`src/rtl/change_dispenser.sv`:
```
// Coin-change dispenser: pays an amount greedily from 10/5/1 tubes, one coin
// every other cycle, and reports any amount it could not cover.
module change_dispenser #(
  parameter int TUBE10_INIT = 8,
  parameter int TUBE5_INIT  = 8,
  parameter int TUBE1_INIT  = 16
) (
  input  logic        clk,
  input  logic        reset,
  input  logic [31:0] change_in,
  input  logic        change_valid,
  input  logic        refill,
  output logic        busy,
  output logic        coin_strobe,
  output logic [31:0] coin_out,
  output logic        done,
  output logic [31:0] shortfall,
  output logic [7:0]  tube10_cnt,
  output logic [7:0]  tube5_cnt,
  output logic [7:0]  tube1_cnt
);

  localparam logic [7:0] INIT10 = TUBE10_INIT[7:0];
  localparam logic [7:0] INIT5  = TUBE5_INIT[7:0];
  localparam logic [7:0] INIT1  = TUBE1_INIT[7:0];

  typedef enum logic [1:0] {IDLE, DISPENSE, GAP, DONE} state_t;

  state_t      r_state, w_state_nxt;
  logic [31:0] r_remaining, w_remaining_nxt;
  logic [31:0] r_shortfall, w_shortfall_nxt;
  logic [7:0]  r_tube10, w_tube10_nxt;
  logic [7:0]  r_tube5, w_tube5_nxt;
  logic [7:0]  r_tube1, w_tube1_nxt;

  logic        w_pick10, w_pick5, w_pick1, w_found;
  logic [31:0] w_coin;

  // Largest coin that fits the remainder and is still in stock; a pick only
  // exists when d <= remaining, so the subtraction below cannot wrap.
  assign w_pick10 = (r_tube10 != 8'd0) && (r_remaining >= 32'd10);
  assign w_pick5  = !w_pick10 && (r_tube5 != 8'd0) && (r_remaining >= 32'd5);
  assign w_pick1  = !w_pick10 && !w_pick5 && (r_tube1 != 8'd0) &&
                    (r_remaining >= 32'd1);
  assign w_found  = w_pick10 | w_pick5 | w_pick1;

  always_comb begin
    w_coin = 32'd0;
    if (w_pick10)     w_coin = 32'd10;
    else if (w_pick5) w_coin = 32'd5;
    else if (w_pick1) w_coin = 32'd1;
  end

  always_comb begin
    w_state_nxt     = r_state;
    w_remaining_nxt = r_remaining;
    w_shortfall_nxt = r_shortfall;
    w_tube10_nxt    = r_tube10;
    w_tube5_nxt     = r_tube5;
    w_tube1_nxt     = r_tube1;
    case (r_state)
      IDLE: begin
        if (refill) begin
          w_tube10_nxt = INIT10;
          w_tube5_nxt  = INIT5;
          w_tube1_nxt  = INIT1;
        end
        if (change_valid) begin
          w_shortfall_nxt = 32'd0;
          if (change_in != 32'd0) begin
            w_remaining_nxt = change_in;
            w_state_nxt     = DISPENSE;
          end else begin
            w_state_nxt = DONE;
          end
        end
      end
      DISPENSE: begin
        if (w_found) begin
          w_remaining_nxt = r_remaining - w_coin;
          if (w_pick10) w_tube10_nxt = r_tube10 - 8'd1;
          if (w_pick5)  w_tube5_nxt  = r_tube5 - 8'd1;
          if (w_pick1)  w_tube1_nxt  = r_tube1 - 8'd1;
          w_state_nxt = GAP;
        end else begin
          w_shortfall_nxt = r_remaining;
          w_remaining_nxt = 32'd0;
          w_state_nxt     = DONE;
        end
      end
      GAP:     w_state_nxt = (r_remaining == 32'd0) ? DONE : DISPENSE;
      DONE:    w_state_nxt = IDLE;
      default: w_state_nxt = IDLE;
    endcase
  end

  always_ff @(posedge clk or negedge reset) begin
    if (!reset) begin
      r_state     <= IDLE;
      r_remaining <= 32'd0;
      r_shortfall <= 32'd0;
      r_tube10    <= INIT10;
      r_tube5     <= INIT5;
      r_tube1     <= INIT1;
    end else begin
      r_state     <= w_state_nxt;
      r_remaining <= w_remaining_nxt;
      r_shortfall <= w_shortfall_nxt;
      r_tube10    <= w_tube10_nxt;
      r_tube5     <= w_tube5_nxt;
      r_tube1     <= w_tube1_nxt;
    end
  end

  // Moore outputs: decoded from registered state only, so reset clears them at once.
  assign busy        = (r_state != IDLE);
  assign coin_strobe = (r_state == DISPENSE) && w_found;
  assign coin_out    = coin_strobe ? w_coin : 32'd0;
  assign done        = (r_state == DONE);
  assign shortfall   = r_shortfall;
  assign tube10_cnt  = r_tube10;
  assign tube5_cnt   = r_tube5;
  assign tube1_cnt   = r_tube1;

endmodule

```
`config.mk`:
```
export PLATFORM = sky130hd
export DESIGN_NAME = change_dispenser
export DESIGN_NICKNAME = d
export VERILOG_FILES = /design/src/rtl/change_dispenser.sv
export SDC_FILE = /design/constraint.sdc
export NUM_CORES = 1
export LEC_CHECK = 0
export CORE_MARGIN = 2
export CORE_UTILIZATION = 50
export DETAILED_ROUTE_END_ITERATION = 12
export PLACE_DENSITY = 0.87
export REMOVE_ABC_BUFFERS = 1
export SKIP_LAST_GASP = 1
export SYNTH_ARGS = -nofsm -noshare
export SYNTH_HDL_FRONTEND = slang
export SYNTH_SLANG_ARGS = --single-unit
export TNS_END_PERCENT = 1
```
`constraint.sdc`:
```
create_clock -name clk -period 5.4 [get_ports clk]
set_input_delay 1.08 -clock clk [delete_from_list [all_inputs] [get_ports clk]]
set_output_delay 1.08 -clock clk [all_outputs]
set_load 0.02 [all_outputs]
```
==> results.txt <==
worst path cell trace: or4_1 -> nand4b_1 -> or3_1 -> o21ai_1 -> buf_4 -> or2b_1 -> ha_1 -> nand2b_1 -> a21oi_1 -> or4b_2 -> nor4_1 -> nand3_1 -> or3_1 -> nand4_1
Routed WL: 13370 µm
CTS Buf Count: 9
outcome: finished, final reports clean
Rows: 37
I/O pin count: 127
CP bufs+invs: 1
clk slew on worst S/H paths: 0.09 ns
CP Launch Type: flop
CTS tree: built
post-synth top area cell: dfrtp_1
die area: 11240 µm²
commonest non-fill, non-tap cell in the layout: nand2_1
Leakage: 2.648 nW
Slew Limit Fails: 0
kind of cell with the highest combined delay on the critical path: simple AND/OR/NAND/NOR gates
Comb pwr share: 45.9%
worst vdd ir: 324.9 µV
Final Hold Fails: 0
Sw Ratio: 44.16%
via count: 4881
final setup TNS: 0 ns
Routed Antenna Nets: 0
initial antenna violation count: 0
synth top area cells: dfrtp_1, nand2_1, o21ai_0
Worst path max stage delay: 0.73 ns
minimum clock period: 4.583 ns
Synth top area share: 41.82%
drt wl/cell: 16.05 µm
max_cap viols: 0
Seq/Total Area, Yosys: 43.33%
clock share of power: 17.3%
Starting Density: 50.89%
GRT Util Overall: 24.22%
I/O Buffers: 98
Layout Skew: 0.01056 ns
clock sink total: 90
worst slew pin tran: 1.108 ns
H-tree levels: 3
ant diodes: 0
Worst EP arrival: 4.89 ns
Post-synth top flop: dfrtp_1
Final HPWL DP: 9573 µm
fraction of layout cells with a size suffix above 1: 5.595%
Iteration-0 DRC Markers: 353
P_sw: 1.335 mW
Pre-antenna DRT Iters: 5
number of synthesis warnings: 0
nets@finish: 738
CP endpoint kind: flop
Setup Fix Bufs, Post-CTS: 0
largest net degree at the start of global routing: 91
die span in x: 106.0 µm
fmax: 218.2 MHz
Reg power frac: 36.7%
number of synthesized flops with an enable pin: 0
clk buf depth: 2
Die Span Y: 106.0 µm
mean number of vias per cell: 5.860
final setup fails: 0
Syn Inst Count: 609
Core ar.: 10230 µm²
Avg Inst Size Synth: 8.549 µm²
Slew headroom: 26.11%
hold_ws: 0.5149 ns
CTS Hold Buffers Added: 0
RSZ-0062 raised after global routing: false
R2R Setup Slk: 0.82 ns
internal power: 1.688 mW
crit path kind: flop to flop
most frequent cells in the layout: nand2_1, clkdlybuf4s50_1, dfrtp_1
vias in the first global route: 4594
clk root buf: clkbuf_8
register bit count reported by yosys: 90
slowest CP cell: or4b_2
GR Overflow Total: 0
most frequent CP cell: or3_1
pwr dens: 472.6 nW/µm²
Post-route DRC: 0
post-CTS sizing: 0
ys async rst share: 100.0%
first-pass GRT wire length: 22110 µm
Netlist Area Pre-Place: 5206 µm²
Critical Path RT: 5.70 ns
post-synthesis cell type count: 66
Layout area overhead: 22.90%
Final GP Congestion: 0.9288
crit share post-route: 84.87%
Final Util: 62.54%
clk_lat worst skew: 0.36 ns
CP max FO: 7
Min-Delay Path Class: flop to flop
## through the flow
stage	cells	setup WS [ns]	cell area (µm²)	total power, mW
after floorplan	576	0.06974	4959	1.977
after global placement	817	0.9878	6170	2.430
after detailed placement	817	0.8861	6170	2.480
after CTS	833	0.8465	6399	3.012
after global routing	833	0.5205	6399	3.227
final	833	0.8168	6399	3.024
## logic make-up after synthesis
family | count (synthesis) | share of synthesized area [%]
mux | 3 | 0.5768
buf+inv | 79 | 8.075
fa+ha+maj | 10 | 2.548
other cells | 1 | 0.07203
xor+xnor | 13 | 2.187
simple gates | 300 | 28.50
compound gates | 113 | 14.71
flops | 90 | 43.33
## sequential cells by signal, summed over array words and instances (netlist names)
| name | flops |
|---|---|
| tube1_cnt | 8 |
| tube5_cnt | 8 |
| r_remaining | 32 |
| tube10_cnt | 8 |
| r_state | 2 |
| shortfall | 32 |
## path summary, 6_finish.rpt
kind                                 startpoint               to  depth (start not counted)
worst min register to register    tube10_cnt[4]    tube10_cnt[4]                          1
worst max-delay path            r_remaining[12]  r_remaining[18]                         14
worst max register to register  r_remaining[12]  r_remaining[18]                         14
worst min-delay path              tube10_cnt[4]    tube10_cnt[4]                          1
max in group asynchronous                 reset     shortfall[4]                          1
min in group asynchronous                 reset    shortfall[13]                          1
## worst reg2reg max path, stage by stage (launching register included)
cell and delay, ns:
dfrtp_1 0.45, or4_1 0.59, nand4b_1 0.35, or3_1 0.50
o21ai_1 0.15, buf_4 0.18, or2b_1 0.11, ha_1 0.28
nand2b_1 0.10, a21oi_1 0.13, or4b_2 0.73, nor4_1 0.40
nand3_1 0.15, or3_1 0.32, nand4_1 0.08
## per-layer routing
metal  global-route usage [%]  wire [µm]  vias up  share of wire [%]
met2                    38.66       6377      226                 48
met3                    4.721        983       33                7.4
li1                         -          -     2273                  -
met1                    32.41       5650     2349                 42
met4                    10.06        360        0                2.7
met5                        0          0        -                  0
## Yosys cell counts, drive strengths merged, types with 2 or more instances
cell / count
dfstp: 3
nand2: 108
and3: 4
o311ai: 3
nand2b: 5
o21a: 4
o22ai: 4
a32oi: 5
o21ai: 53
o2bb2ai: 4
a21oi: 12
nor3: 23
dfrtp: 87
nand3: 47
buf: 40
o41ai: 2
inv: 19
a22oi: 4
mux2i: 3
nand3b: 2
a311o: 6
ha: 9
nor4: 18
and2: 3
or3: 19
xnor2: 4
nor4b: 2
clkbuf: 20
or4: 4
o221ai: 2
nand4b: 4
xor2: 9
nand4: 11
nor2: 45
## area by class of cell
cell class / count / area (µm²)
fillers: 863 / 3832
multi-input cells: 467 / 2641
clock inverters: 4 / 73.82
repair buffers: 105 / 1031
clock buffers: 12 / 155.1
inverters: 19 / 71.32
well taps: 136 / 170.2
flip-flops and latches: 90 / 2256
## power groups by stage
stage,logic (mW),registers [mW],clock network (mW)
after floorplan,0.885,1.09,0
after global placement,1.33,1.10,0
after detailed placement,1.37,1.11,0
after CTS,1.38,1.10,0.530
after global routing,1.53,1.14,0.557
final,1.39,1.11,0.524
Note: power is estimated with default switching activity, not from simulation.
